### config.mk
export PLATFORM = sky130hd
export DESIGN_NAME = executor_line_clear
export DESIGN_NICKNAME = d
export VERILOG_FILES = /design/src/rtl/tetris_pkg.sv /design/src/rtl/executor_line_clear.sv
export SDC_FILE = /design/constraint.sdc
export NUM_CORES = 1
export LEC_CHECK = 0
export ABC_AREA = 1
export CELL_PAD_IN_SITES_DETAIL_PLACEMENT = 2
export CELL_PAD_IN_SITES_GLOBAL_PLACEMENT = 2
export CORE_MARGIN = 8
export CORE_UTILIZATION = 22
export DETAILED_ROUTE_END_ITERATION = 10
export PLACE_DENSITY_LB_ADDON = 0.1
export SLEW_MARGIN = 20
export SYNTH_ARGS = -nofsm -noshare
export SYNTH_HDL_FRONTEND = slang
export SYNTH_SLANG_ARGS = --single-unit
export TNS_END_PERCENT = 5
### constraint.sdc
create_clock -name clk_i -period 2.2 [get_ports clk_i]
set_clock_uncertainty 0.05 [all_clocks]
set_input_delay 0.33 -clock clk_i [delete_from_list [all_inputs] [get_ports clk_i]]
set_output_delay 0.33 -clock clk_i [all_outputs]
set_load 0.05 [all_outputs]
### src/rtl/tetris_pkg.sv
// Shared types and helpers for the Tetris executor stages.
package tetris_pkg;

  // Executor stage states, common to all executor blocks.
  typedef enum logic [1:0] {
    eIDLE = 2'd0,
    eSCAN = 2'd1,
    eFILL = 2'd2,
    eDONE = 2'd3
  } exec_state_e;

  // Widest board row any executor stage supports.
  localparam int MAX_ROW_W = 16;

  // A row is full when every one of its `width` low bits is set.
  function automatic logic row_full(input logic [MAX_ROW_W-1:0] row, input int width);
    logic f;
    f = 1'b1;
    for (int i = 0; i < MAX_ROW_W; i++) begin
      if (i < width) f = f & row[i];
    end
    return f;
  endfunction

endpackage

### src/rtl/executor_line_clear.sv
// Line-clear stage: scans the board bottom-to-top, drops full rows,
// compacts the survivors downward and zero-fills the vacated top rows.
module executor_line_clear
  import tetris_pkg::*;
#(
  parameter int height_p = 32,
  parameter int width_p  = 16
) (
  input  logic                          clk_i,
  input  logic                          reset_i,
  input  logic                          v_i,
  output logic                          ready_o,
  output logic [$clog2(height_p)-1:0]   read_addr_o,
  input  logic [width_p-1:0]            read_data_i,
  output logic                          write_v_o,
  output logic [$clog2(height_p)-1:0]   write_addr_o,
  output logic [width_p-1:0]            write_data_o,
  output logic                          done_o,
  output logic [$clog2(height_p+1)-1:0] lines_o
);

  localparam int AW = $clog2(height_p);
  localparam int CW = $clog2(height_p + 1);
  localparam logic [AW-1:0] LAST_ROW = AW'(height_p - 1);

  exec_state_e   state_q, state_d;
  logic [AW-1:0] src_q, src_d;
  logic [AW-1:0] dst_q, dst_d;
  logic [CW-1:0] cnt_q, cnt_d;
  logic          src_done_q, src_done_d;
  logic          full;

  assign full        = row_full(MAX_ROW_W'(read_data_i), width_p);
  assign read_addr_o = src_q;
  // The counter is cleared only on accept, so it holds the result until then.
  assign lines_o     = cnt_q;

  // Next-state, pointer updates and board write port.
  always_comb begin
    state_d      = state_q;
    src_d        = src_q;
    dst_d        = dst_q;
    cnt_d        = cnt_q;
    src_done_d   = src_done_q;
    ready_o      = 1'b0;
    write_v_o    = 1'b0;
    write_addr_o = '0;
    write_data_o = '0;
    done_o       = 1'b0;
    case (state_q)
      eIDLE: begin
        ready_o = 1'b1;
        if (v_i) begin
          src_d      = LAST_ROW;
          dst_d      = LAST_ROW;
          cnt_d      = '0;
          src_done_d = 1'b0;
          state_d    = eSCAN;
        end
      end
      eSCAN: begin
        if (full) begin
          cnt_d = cnt_q + CW'(1);
        end else begin
          // A row that is already in place needs no write.
          if (src_q != dst_q) begin
            write_v_o    = 1'b1;
            write_addr_o = dst_q;
            write_data_o = read_data_i;
          end
          if (dst_q != '0) dst_d = dst_q - AW'(1);
        end
        if (src_q == '0) begin
          src_done_d = 1'b1;
          state_d    = (cnt_d != '0) ? eFILL : eDONE;
        end else begin
          src_d = src_q - AW'(1);
        end
      end
      eFILL: begin
        // dst now points at row cnt-1; clear it and everything above.
        write_v_o    = 1'b1;
        write_addr_o = dst_q;
        if (dst_q == '0) state_d = eDONE;
        else             dst_d   = dst_q - AW'(1);
      end
      eDONE: begin
        done_o  = 1'b1;
        state_d = eIDLE;
      end
      default: state_d = eIDLE;
    endcase
  end

  // State and datapath registers.
  always_ff @(posedge clk_i) begin
    if (reset_i) begin
      state_q    <= eIDLE;
      src_q      <= '0;
      dst_q      <= '0;
      cnt_q      <= '0;
      src_done_q <= 1'b0;
    end else begin
      state_q    <= state_d;
      src_q      <= src_d;
      dst_q      <= dst_d;
      cnt_q      <= cnt_d;
      src_done_q <= src_done_d;
    end
  end

  // Zero-fill only ever follows a complete scan.
  a_fill_after_scan: assert property (@(posedge clk_i) disable iff (reset_i)
    (state_q == eFILL) |-> src_done_q);

endmodule

# Yosys cells after proc, flatten, opt, wreduce, memory -nomap -nowiden
# Index checks and enable logic that the tools add are counted.
# totals
memories,0
ram_bits,0
rom_bits,0
latch_bits,0
elab_cells,71
register_bits,18
# op_classes
n_div,0
reduce_logical,11
n_mux,27
n_shift,0
bitwise,15
addsub,3
n_mul,0
eq_ne,11
n_lt_le_gt_ge,0
# ops
operator,n
16-bit two-way mux,3
5-bit two-way mux,7
5-bit case mux with 2 select lines,2
6-bit two-way mux,3
1-bit AND,15
5-bit case mux with 3 select lines,1
2-bit inequality test (second input constant),7
6-bit case mux with 2 select lines,1
5-bit logical NOT,2
5-bit by 1-bit subtractor with 5-bit output (second input constant),2
2-bit case mux with 4 select lines,1
6-bit by 1-bit adder with 6-bit output (second input constant),1
2-bit two-way mux,3
3-bit AND reduction,2
6-bit nonzero test,1
1-bit two-way mux,5
5-bit inequality test,1
5-bit AND reduction,1
5-bit nonzero test,1
2-bit equality test (second input constant),2
3-bit nonzero test,1
2-bit by 1-bit equality test with 1-bit output (second input constant),1
2-bit logical NOT,1
1-bit case mux with 2 select lines,1
2 further kinds,2

# Logic depth before layout (Yosys ltp)
# Gate-level depths: netlist of run 1.
# logic_depth
word_depth,21
depth_mapped,14
depth_no_buf,14

# Least setup slack after synthesis of run 1
# No wires, ideal clock.
# synth_timing
kind,register to output
start,"register src_q[2], in the netlist read_addr_o[2]"
end,output port write_addr_o[0]
stages_incl_launch_ff,9
required_ps,1820
setup_slack_ps,-880
arrival_ps,2700
cell_sequence,dfxtp_1 inv_1 o22ai_1 and3b_1 nand2_1 nand2_2 a21oi_2 inv_1 nor2_1
# synth_between
elab_chain_len,4
# synth_rtl
item,line_no,rtl
"start, declared",executor_line_clear.sv:27,"logic [AW-1:0] src_q, src_d;"
"start signal, assigned",executor_line_clear.sv:105,src_q <= src_d;
5-bit inequality test,executor_line_clear.sv:66,if (src_q != dst_q) begin
5-bit two-way mux,executor_line_clear.sv:66,
5-bit two-way mux,executor_line_clear.sv:62,if (full) begin
5-bit case mux with 2 select lines,executor_line_clear.sv:50,case (state_q)
"end, declared",executor_line_clear.sv:16,"output logic [$clog2(height_p)-1:0] write_addr_o,"
# No other way between the ends.

# Final worst setup path of run 1
# layout_timing
start,input port read_data_i[5]
end,output port write_addr_o[3]
# layout_between
elab_chain_len,13
# layout_rtl
item,line_no,rtl
"start, declared",executor_line_clear.sv:14,"input logic [width_p-1:0] read_data_i,"
1-bit AND (11 in series),tetris_pkg.sv:20,if (i < width) f = f & row[i];
5-bit two-way mux,executor_line_clear.sv:62,
5-bit case mux with 2 select lines,executor_line_clear.sv:50,
# No other way between the ends.

==> run summary, run 1 <==
LOGIC SYNTHESIS
----------------------------------------------------------------------------------------
Dominant synthesized flop cell                                              sky130_fd_sc_hd__dfxtp_1
Leading area contributor after synthesis                                    sky130_fd_sc_hd__dfxtp_1
Share of the synthesized area in compound gates (AO/OA/AOI/OAI)                    16.1%
Synthesized area divided by synthesized cell count                             6.20 um^2
Area fraction of the dominant cell type after synthesis                            25.4%
Total nets after synthesis                                                           257
Xor and xnor area share after synthesis                                            2.47%
Warning count from the yosys run                                                       0
Number of enable-type register cells in the synthesized netlist                        0
Cell types with the largest area share after synthesis                      sky130_fd_sc_hd__dfxtp_1 (25%), sky130_fd_sc_hd__nand2_1 (13%), sky130_fd_sc_hd__inv_1 (11%), sky130_fd_sc_hd__nor2_1 (9.3%), sky130_fd_sc_hd__ha_1 (7.9%)
Share of async-settable or async-resettable flops after synthesis                     0%
Count of distinct cell types in the synthesized netlist                               32
Dominant combinational cell family by area after synthesis                  simple AND/OR/NAND/NOR gates
Post-synthesis mux area share                                                         0%
Number of synthesized register bits                                                   18
Post-synthesis adder-cell area fraction                                            7.93%
Post-synthesis cell count                                                            229
Syn Std Cell Area                                                              1420 um^2
Share of the yosys chip area belonging to registers                                25.4%
Simple-gate share of the synthesized area                                          35.2%

DETAILED ROUTING
----------------------------------------------------------------------------------------
Mean number of vias per cell                                                        4.50
Drt initial violations                                                                24
First drt pass iteration count                                                         4
Vias after detailed routing                                                         1700
Final routed wirelength across all metal layers                                  5.57 mm
Detailed-route DRC error count                                                         0
Per-cell routed wire length                                                      14.7 um
Number of antenna-violating nets in the routed design                                  0

FLOORPLAN
----------------------------------------------------------------------------------------
Die height                                                                       96.3 um
Horizontal extent of the die                                                     96.3 um
Die footprint                                                                  9280 um^2
Area of the placeable core                                                     6310 um^2
I/O pins                                                                              54
Initial Utilization                                                                22.5%
Cell Rows                                                                             29

CLOCK NETWORK
----------------------------------------------------------------------------------------
Cell at the root of the clock tree                                          sky130_fd_sc_hd__clkbuf_8
CTS tree                                                                           built
Number of hold buffers added after cts                                                 0
TritonCTS Buffers                                                                      3
CTS H-Tree Depth                                                                       1
Clock-pin slew on the worst setup and hold paths                                 0.07 ns
Max Root-Sink Buffers                                                                  2
Clock sink count                                                                      18
Clock latency on the worst-skew pair                                             0.25 ns

TIMING
----------------------------------------------------------------------------------------
Worst Hold Margin                                                               0.426 ns
Portion of the clock cycle consumed by the worst path in the final layout          96.6%
Final setup vio count                                                                  0
Post-route setup TNS                                                                0 ns
Final number of hold-violating endpoints                                               0
F_max                                                                          0.471 GHz
Final count of pins violating max slew                                                 0
Final min period                                                                 2.12 ns
RSZ-0062 raised after global routing                                                 yes
Max-slew headroom at the worst pin                                                 65.7%
Slew at the pin with the worst max-slew slack                                   0.513 ns

PLACEMENT
----------------------------------------------------------------------------------------
Gp weighted congestion                                                             0.756
Area after DPL                                                                 2110 um^2
Number of port buffers                                                                53
Post-detail-place hpwl                                                           4.39 mm

FINISH
----------------------------------------------------------------------------------------
Commonest non-fill, non-tap cell in the layout                              sky130_fd_sc_hd__nand2_1
Net count reported at finish                                                         331
Final cell area excluding filler cells                                         2270 um^2
Filler instances                                                                     772
Total inserted antenna cells                                                           0
Area added between synthesis and finish                                            60.2%
Core occupancy in the finished layout                                              36.0%
Fraction of layout cells with a size suffix above 1                                28.9%
Top library cells by usage in the layout, fill and taps aside               sky130_fd_sc_hd__nand2_1 (46), sky130_fd_sc_hd__buf_4 (38), sky130_fd_sc_hd__inv_1 (36)

POWER
----------------------------------------------------------------------------------------
Leakage power                                                                    1.09 nW
Peak ir drop on the vdd network                                                 0.590 mV
Total power                                                                      2.72 mW
Power per Cell Area                                                         1200 nW/um^2

GLOBAL ROUTE
----------------------------------------------------------------------------------------
Antenna violations before repair                                                       0
Largest net degree at the start of global routing                                     17
Congestion Overflow GR                                                                 0
Global-route wire length before repair                                           9.25 mm
Number of global-route vias before repair                                           1856
Global routing usage summed across all routing layers                              12.7%

WORST SETUP PATH
----------------------------------------------------------------------------------------
CP required                                                                      1.82 ns
Crit-path max cell delay                                                         0.25 ns
Highest net fanout along the worst path                                                5
Crit path kind                                                                    in2out
Internal reg-to-reg setup slack                                                  0.29 ns
Critical path startpoint category                                              input pin
Type of destination of the critical path                                      output pin
Signal arrival time at the worst endpoint                                        1.74 ns
Slowest stage cell on the critical path                                     sky130_fd_sc_hd__dlygate4sd2_1
Worst path cell trace                                                       dlygate4sd2_1, nand2_1, nor2_2, nand2_2, nor2_4, buf_4, nor2_4, nand2_4, a21oi_4, clkinv_4, nor2_4, buf_8
Worst path most repeated cell                                               sky130_fd_sc_hd__nor2_4

RUN
----------------------------------------------------------------------------------------
Number of maximum-capacitance constraint violations                                    0

RUN STATUS
----------------------------------------------------------------------------------------
Outcome                                                                        completed

WORST HOLD PATH
----------------------------------------------------------------------------------------
Worst hold path class                                                            reg2reg

-- synthesized netlist by cell type, types with 3 or more instances --
cell,instances
sky130_fd_sc_hd__dfxtp_1,18
sky130_fd_sc_hd__o21ai_0,10
sky130_fd_sc_hd__inv_1,42
sky130_fd_sc_hd__nor2_1,35
sky130_fd_sc_hd__a31oi_1,8
sky130_fd_sc_hd__ha_1,9
sky130_fd_sc_hd__nand2_1,50
sky130_fd_sc_hd__nand2_2,4
sky130_fd_sc_hd__nor3_1,3
sky130_fd_sc_hd__a21oi_1,8
sky130_fd_sc_hd__nor2_2,4
sky130_fd_sc_hd__nand3_1,10
-- layout make-up --
class | count | area [um^2] | share of cell area, %
inverter | 44 | 173 | 7.59
sequential | 18 | 370 | 16.3
clock buffer | 3 | 41.3 | 1.82
multi-input combinational | 163 | 961 | 42.2
tap | 77 | 96.3 | 4.24
timing repair buffer | 73 | 633 | 27.8
-- metal layers --
layer | vias up | wire, um | GRT usage [%] | part of all wire, %
li1 | 867 | - | - | -
met1 | 805 | 2310 | 14.6 | 41
met2 | 24 | 3010 | 24.1 | 54
met3 | 4 | 217 | 2.11 | 3.9
met4 | 0 | 29 | 2.27 | 0.52
met5 | - | 0 | 0 | 0
-- worst paths after layout --
path | cells past startpoint | startpoint | endpoint
setup / recovery | 12 | read_data_i[5] | write_addr_o[3]
hold / removal | 1 | read_addr_o[0] | read_addr_o[0]
setup reg to reg | 14 | state_q[0] | read_addr_o[4]
hold reg to reg | 1 | read_addr_o[0] | read_addr_o[0]
-- state kept, by name (all words and copies together) (netlist names) --
name / flops
lines_o: 6
dst_q: 5
read_addr_o: 5
state_q: 2
-- kinds of logic after synthesis --
logic type / after synthesis
and+or+nand+nor: 113
buffers and inverters: 48
AOI/OAI and AO/OA: 37
DFF: 18
adders and majority gates: 9
xor gates and xnor gates: 4
-- critical path, delay by kind of cell --
family | cells | cell delay [ns]
and+or+nand+nor | 7 | 0.56
buffers and inverters | 4 | 0.66
AOI/OAI and AO/OA | 1 | 0.17
-- power breakdown --
group          switching (mW)  internal (mW)
logic                    1.30          0.635
clock network           0.109          0.122
registers               0.114          0.440
-- per-stage QoR --
stage,setup slack [ns],cells
floorplan,-0.253,229
global placement,-0.150,366
detailed placement,-0.170,366
CTS,0.0113,376
global route,-0.00613,378
finish,0.0755,378
-- timing repair --
item                       in CTS  in global routing
pin swaps                      17                 12
hold endpoints to repair        0                  0
buffers inserted                8                  2
gates resized for setup        31                 19
setup endpoints to repair      22                 24
Note: power is estimated with default switching activity, not from simulation.
==> run 2, diff against run 1 <==
==> constraint.sdc (replaced) <==
create_clock -name clk_i -period 2.3 [get_ports clk_i]
set_clock_uncertainty 0.05 [all_clocks]
set_input_delay 0.345 -clock clk_i [delete_from_list [all_inputs] [get_ports clk_i]]
set_output_delay 0.345 -clock clk_i [all_outputs]
set_load 0.05 [all_outputs]
==> run 2 against run 1 <==
Against the previous run:
- worst setup slack improved by 0.012 ns
- first-iteration DRC count up 13%
- sequential power fell by 4.5%
- utilization shrank 0.38 points
- clock-buffer cell count rose by 1
- hold slack better by 0.0083 ns
- sequential share of layout area is 0.061 points higher
- largest cell class unchanged
==> run summary, run 2 (synthesis gave the netlist of run 1 again) <==
RUN STATUS
----------------------------------------------------------------------------------------
Outcome                                                                        completed

TIMING
----------------------------------------------------------------------------------------
Post-route setup TNS                                                                0 ns
F_max                                                                          0.452 GHz
Slew at the pin with the worst max-slew slack                                   0.517 ns
Worst Hold Margin                                                               0.434 ns
Portion of the clock cycle consumed by the worst path in the final layout          96.2%
Max-slew headroom at the worst pin                                                 65.4%
Final setup vio count                                                                  0
Final number of hold-violating endpoints                                               0
Final count of pins violating max slew                                                 0
Final min period                                                                 2.21 ns

DETAILED ROUTING
----------------------------------------------------------------------------------------
Drt initial violations                                                                27
Per-cell routed wire length                                                      14.4 um
Vias after detailed routing                                                         1651
Mean number of vias per cell                                                        4.46
Detailed-route DRC error count                                                         0
Final routed wirelength across all metal layers                                  5.32 mm
Number of antenna-violating nets in the routed design                                  0
First drt pass iteration count                                                         4

WORST SETUP PATH
----------------------------------------------------------------------------------------
Worst path cell trace                                                       clkdlybuf4s50_1, nand2_1, nor2_2, nand2_2, nor2_4, nor2_2, nand2_2, a21oi_4, inv_2, buf_12, nor2_4, buf_8
Crit-path max cell delay                                                         0.47 ns
Highest net fanout along the worst path                                                5
Buffer and inverter count on the worst path                                            4
Critical path startpoint category                                              input pin
Slowest stage cell on the critical path                                     sky130_fd_sc_hd__clkdlybuf4s50_1
Crit path kind                                                                    in2out
CP required                                                                      1.90 ns
Signal arrival time at the worst endpoint                                        1.82 ns
Type of destination of the critical path                                      output pin
Cell type group with the largest total delay on the critical path           buffers and inverters

FINISH
----------------------------------------------------------------------------------------
FF/Latch Area                                                                   368 um^2
Area added between synthesis and finish                                            58.5%
Final cell area excluding filler cells                                         2250 um^2
Total area of multi-input combinational cells                                   942 um^2
Total inserted antenna cells                                                           0
Commonest non-fill, non-tap cell in the layout                              sky130_fd_sc_hd__nand2_1
Flip-flop count of the largest register after layout                                   6
Filler instances                                                                     765
Fraction of layout cells with a size suffix above 1                                24.9%
Net count reported at finish                                                         322
Top library cells by usage in the layout, fill and taps aside               sky130_fd_sc_hd__nand2_1 (47), sky130_fd_sc_hd__inv_1 (37), sky130_fd_sc_hd__nor2_1 (27), sky130_fd_sc_hd__buf_4 (27), sky130_fd_sc_hd__clkdlybuf4s50_1 (21)

GLOBAL ROUTE
----------------------------------------------------------------------------------------
Global routing usage summed across all routing layers                              11.7%
Global-route wire length before repair                                           8.67 mm
Number of global-route vias before repair                                           1784
Antenna violations before repair                                                       0
Congestion Overflow GR                                                                 0
Largest net degree at the start of global routing                                     17

FLOORPLAN
----------------------------------------------------------------------------------------
I/O pins                                                                              54
Die height                                                                       96.3 um
Cell Rows                                                                             29
Area of the placeable core                                                     6310 um^2
Horizontal extent of the die                                                     96.3 um
Initial Utilization                                                                22.5%
Die footprint                                                                  9280 um^2

CLOCK NETWORK
----------------------------------------------------------------------------------------
TritonCTS Buffers                                                                      3
Number of hold buffers added after cts                                                 0
CTS tree                                                                           built
Clock sink count                                                                      18
Clock-pin slew on the worst setup and hold paths                                 0.07 ns
Max Root-Sink Buffers                                                                  2
Cell at the root of the clock tree                                          sky130_fd_sc_hd__clkbuf_8
CTS H-Tree Depth                                                                       1
Clock latency on the worst-skew pair                                             0.25 ns

PLACEMENT
----------------------------------------------------------------------------------------
Gp weighted congestion                                                             0.746
Post-detail-place hpwl                                                           4.37 mm
Number of port buffers                                                                53
Area after DPL                                                                 2100 um^2

WORST HOLD PATH
----------------------------------------------------------------------------------------
Worst hold path class                                                            reg2reg

POWER
----------------------------------------------------------------------------------------
Leakage power                                                                    1.11 nW
Power per Cell Area                                                         1160 nW/um^2
Peak ir drop on the vdd network                                                 0.581 mV

RUN
----------------------------------------------------------------------------------------
Number of maximum-capacitance constraint violations                                    0

==> run 2: per-layer routing <==
layer | vias up | global-route usage [%] | routed length, um
met5 | - | 0 | 0
met4 | 0 | 1.51 | 21
met3 | 2 | 2.11 | 204
met2 | 24 | 22.5 | 2880
met1 | 772 | 13.4 | 2210
li1 | 853 | - | -
==> run 2: worst paths after layout <==
kind | end | from | cells past startpoint | slack (ns)
max | write_addr_o[0] | read_data_i[3] | 12 | 0.09
min | read_addr_o[0] | read_addr_o[0] | 1 | 0.43
min reg2reg | read_addr_o[0] | read_addr_o[0] | 1 | 0.43
max reg2reg | read_addr_o[4] | state_q[0] | 14 | 0.31
==> run 2: through the flow <==
step,worst slack [ns],std cells,util (%),power (mW)
floorplan,-0.168,229,-,1.76
global placement,-0.0844,364,33.3,2.32
detailed placement,-0.0875,364,33.3,2.35
CTS,0.00949,368,34.6,2.65
global route,-0.0409,370,35.7,2.83
finish,0.0876,370,35.7,2.61
==> run 2: layout make-up <==
class,instances,area share [%]
Tap cell,77,4.28
Timing Repair Buffer,64,27.7
Sequential cell,18,16.3
Inverter,44,7.34
Multi-Input combinational cell,163,41.9
Clock buffer,4,2.45
==> run 2: worst reg2reg max path, cell delays in order (launching register included) <==
cell	delay [ns]
sky130_fd_sc_hd__dfxtp_1	0.41
sky130_fd_sc_hd__inv_1	0.09
sky130_fd_sc_hd__ha_1	0.29
sky130_fd_sc_hd__inv_1	0.11
sky130_fd_sc_hd__nor2_2	0.06
sky130_fd_sc_hd__inv_1	0.09
sky130_fd_sc_hd__o21ai_4	0.10
sky130_fd_sc_hd__inv_2	0.07
sky130_fd_sc_hd__nand2_1	0.08
sky130_fd_sc_hd__inv_2	0.11
sky130_fd_sc_hd__nand2_2	0.06
sky130_fd_sc_hd__inv_1	0.07
sky130_fd_sc_hd__nand2_1	0.07
sky130_fd_sc_hd__o21ai_1	0.13
sky130_fd_sc_hd__a31oi_1	0.09
==> run 2: what timing repair did <==
item / in CTS / in global routing
gates cloned: 0 / 0
resized for setup: 9 / 23
setup endpoints to repair: 21 / 21
pin swaps: 1 / 10
buffers inserted: 0 / 2
==> run 2: power by group <==
group / internal [mW] / switching (mW)
Clock: 0.152 / 0.108
Sequential: 0.418 / 0.111
Combinational: 0.602 / 1.22
==> run 3, diff against run 2 <==
--- a/config.mk
+++ b/config.mk
@@ -12,8 +12,9 @@
 export CORE_UTILIZATION = 22
 export DETAILED_ROUTE_END_ITERATION = 10
 export PLACE_DENSITY_LB_ADDON = 0.1
+export SKIP_LAST_GASP = 1
 export SLEW_MARGIN = 20
 export SYNTH_ARGS = -nofsm -noshare
 export SYNTH_HDL_FRONTEND = slang
 export SYNTH_SLANG_ARGS = --single-unit
-export TNS_END_PERCENT = 5
+export TNS_END_PERCENT = 30
==> run 3 against run 2 <==
Against the previous run:
- critical path depth decreased by 2
- worst setup slack better by 0.010 ns
- via count down 0.97%
- global-route usage increased by 0.28 points
- sequential power up 2%
- register-to-register slack improved by 0.08 ns
- die area stayed put
- non-clock buffer count did not move
- clock power decreased by 9.2%
- design area shrank 0.44%
- fmax up 0.45%
- highest routed layer unchanged
==> run summary, run 3 (synthesis gave the netlist of run 1 again) <==
WORST SETUP PATH
----------------------------------------------------------------------------------------
Cell type group with the largest total delay on the critical path           simple AND/OR/NAND/NOR gates
Crit-path max cell delay                                                         0.37 ns
Type of destination of the critical path                                      output pin
Endpoint of the most critical register-to-register path                     read_addr_o[4]
Buffer and inverter count on the worst path                                            4
CP required                                                                      1.90 ns
Highest net fanout along the worst path                                                5
Worst r2r src                                                                 state_q[0]
Worst path cell trace                                                       inv_4, o22ai_2, and3b_1, nand2_1, nand2_2, a21oi_4, clkinvlp_4, buf_12, nor2_4, buf_12
Slowest stage cell on the critical path                                     sky130_fd_sc_hd__dfxtp_4
Number of cells traversed by the worst register-to-register path                      14
Critical path startpoint category                                                   flop
Signal arrival time at the worst endpoint                                        1.81 ns
Worst path most repeated cell                                               sky130_fd_sc_hd__buf_12
Crit path kind                                                                   reg2out
Internal reg-to-reg setup slack                                                  0.39 ns

CLOCK NETWORK
----------------------------------------------------------------------------------------
Clock-pin slew on the worst setup and hold paths                                 0.07 ns
Max Root-Sink Buffers                                                                  2
Cell at the root of the clock tree                                          sky130_fd_sc_hd__clkbuf_8
Number of hold buffers added after cts                                                 0
Clock latency on the worst-skew pair                                             0.26 ns
CTS H-Tree Depth                                                                       1
Clock sink count                                                                      18
TritonCTS Buffers                                                                      3
CTS tree                                                                           built

FINISH
----------------------------------------------------------------------------------------
Total area of multi-input combinational cells                                   941 um^2
FF/Latch Area                                                                   374 um^2
Flip-flop count of the largest register after layout                                   6
Total inserted antenna cells                                                           0
Fraction of layout cells with a size suffix above 1                                27.0%
Net count reported at finish                                                         322
Top library cells by usage in the layout, fill and taps aside               sky130_fd_sc_hd__nand2_1 (49), sky130_fd_sc_hd__inv_1 (34), sky130_fd_sc_hd__nor2_1 (27), sky130_fd_sc_hd__buf_4 (27), sky130_fd_sc_hd__dlygate4sd2_1 (16)
Commonest non-fill, non-tap cell in the layout                              sky130_fd_sc_hd__nand2_1
Area added between synthesis and finish                                            57.8%
Core occupancy in the finished layout                                              35.5%
Filler instances                                                                     787

TIMING
----------------------------------------------------------------------------------------
Final count of pins violating max slew                                                 0
Max-slew headroom at the worst pin                                                 66.0%
F_max                                                                          0.454 GHz
Post-route setup TNS                                                                0 ns
Final number of hold-violating endpoints                                               0
Final setup vio count                                                                  0
Portion of the clock cycle consumed by the worst path in the final layout          95.8%
RSZ-0062 raised after global routing                                                 yes
Slew at the pin with the worst max-slew slack                                   0.509 ns
Worst setup margin                                                             0.0976 ns
Worst Hold Margin                                                               0.440 ns
Final min period                                                                 2.20 ns

FLOORPLAN
----------------------------------------------------------------------------------------
Die height                                                                       96.3 um
Cell Rows                                                                             29
Area of the placeable core                                                     6310 um^2
I/O pins                                                                              54
Horizontal extent of the die                                                     96.3 um
Initial Utilization                                                                22.5%
Die footprint                                                                  9280 um^2

POWER
----------------------------------------------------------------------------------------
Peak ir drop on the vdd network                                                 0.570 mV
Power per Cell Area                                                         1190 nW/um^2
Leakage power                                                                    1.04 nW
Total power                                                                      2.66 mW

WORST HOLD PATH
----------------------------------------------------------------------------------------
Hold path endpoint                                                          read_addr_o[0]
Hold path cells                                                                        1
Worst Min Path Start                                                        read_addr_o[0]
Worst hold path class                                                            reg2reg

PLACEMENT
----------------------------------------------------------------------------------------
Post-Place Setup Slack                                                         -0.138 ns
Post-detail-place hpwl                                                           4.36 mm
Number of port buffers                                                                53
Gp weighted congestion                                                             0.706

RUN
----------------------------------------------------------------------------------------
Number of maximum-capacitance constraint violations                                    0

GLOBAL ROUTE
----------------------------------------------------------------------------------------
Number of global-route vias before repair                                           1821
Largest net degree at the start of global routing                                     17
Congestion Overflow GR                                                                 0
Global routing usage summed across all routing layers                              12.0%
Antenna violations before repair                                                       0
Global-route wire length before repair                                           8.86 mm

DETAILED ROUTING
----------------------------------------------------------------------------------------
Number of antenna-violating nets in the routed design                                  0
Drt initial violations                                                                31
Detailed-route DRC error count                                                         0
Per-cell routed wire length                                                      14.0 um
First drt pass iteration count                                                         4
Mean number of vias per cell                                                        4.42
Vias after detailed routing                                                         1635
Final routed wirelength across all metal layers                                  5.17 mm

RUN STATUS
----------------------------------------------------------------------------------------
Outcome                                                                        completed

## run 3: changes by cell type in the layout (fill, tap and decap cells not counted), sizes merged
cell | previous run | this run
dlymetal6s2s | 9 | 0
buf | 34 | 33
clkdlybuf4s50 | 21 | 15
clkinvlp | 0 | 1
inv | 44 | 43
dlygate4sd2 | 0 | 16
## run 3: layout make-up
cell class | count | area share, %
multi-input cells | 163 | 42.0
flip-flops and latches | 18 | 16.7
inverters | 44 | 7.65
repair buffers | 64 | 27.4
clock buffers | 4 | 2.01
well taps | 77 | 4.30
## run 3: how the worst max path moves through the flow
stage,start,to,slack (ns),cells past startpoint
finish,read_addr_o[2],write_addr_o[0],0.1,10
global route,read_addr_o[2],write_addr_o[0],-0.02,10
CTS,read_addr_o[2],write_addr_o[0],-0.06,9
detailed placement,read_data_i[0],write_addr_o[0],-0.14,11
global placement,read_data_i[11],write_addr_o[1],-0.08,11
floorplan,read_addr_o[2],write_addr_o[1],-0.16,8
## run 3: worst register-to-register path, stage by stage, from the launching register on
cell,delay (ns)
sky130_fd_sc_hd__dfxtp_2,0.35
sky130_fd_sc_hd__inv_1,0.08
sky130_fd_sc_hd__ha_1,0.25
sky130_fd_sc_hd__inv_1,0.10
sky130_fd_sc_hd__nor2_2,0.17
sky130_fd_sc_hd__inv_1,0.10
sky130_fd_sc_hd__o21ai_4,0.12
sky130_fd_sc_hd__inv_2,0.06
sky130_fd_sc_hd__nand2_1,0.11
sky130_fd_sc_hd__inv_2,0.08
sky130_fd_sc_hd__nand2_2,0.06
sky130_fd_sc_hd__inv_1,0.05
sky130_fd_sc_hd__nand2_1,0.07
sky130_fd_sc_hd__o21ai_1,0.06
sky130_fd_sc_hd__a31oi_1,0.13
## run 3: stage by stage
| stage | cells | area [um^2] |
|---|---|---|
| finish | 370 | 2240 |
| global route | 370 | 2240 |
| CTS | 369 | 2210 |
| detailed placement | 363 | 2160 |
| global placement | 363 | 2160 |
| floorplan | 229 | 1490 |
## run 3: metal layers
layer	routed length, um	vias up	track usage (%)
li1	-	849	-
met1	2170	759	13.6
met2	2740	23	22.8
met3	226	4	2.42
met4	36	0	1.89
met5	0	-	0
## run 3: power breakdown
group          switching, mW  internal (mW)
clock network          0.113          0.123
registers              0.114          0.427
logic                   1.24          0.643
## run 3: what timing repair did
| action | in CTS | in global routing |
|---|---|---|
| buffers inserted | 2 | 1 |
| gates resized for setup | 24 | 6 |
| pin swaps | 16 | 4 |
| endpoints found under the setup margin | 21 | 21 |
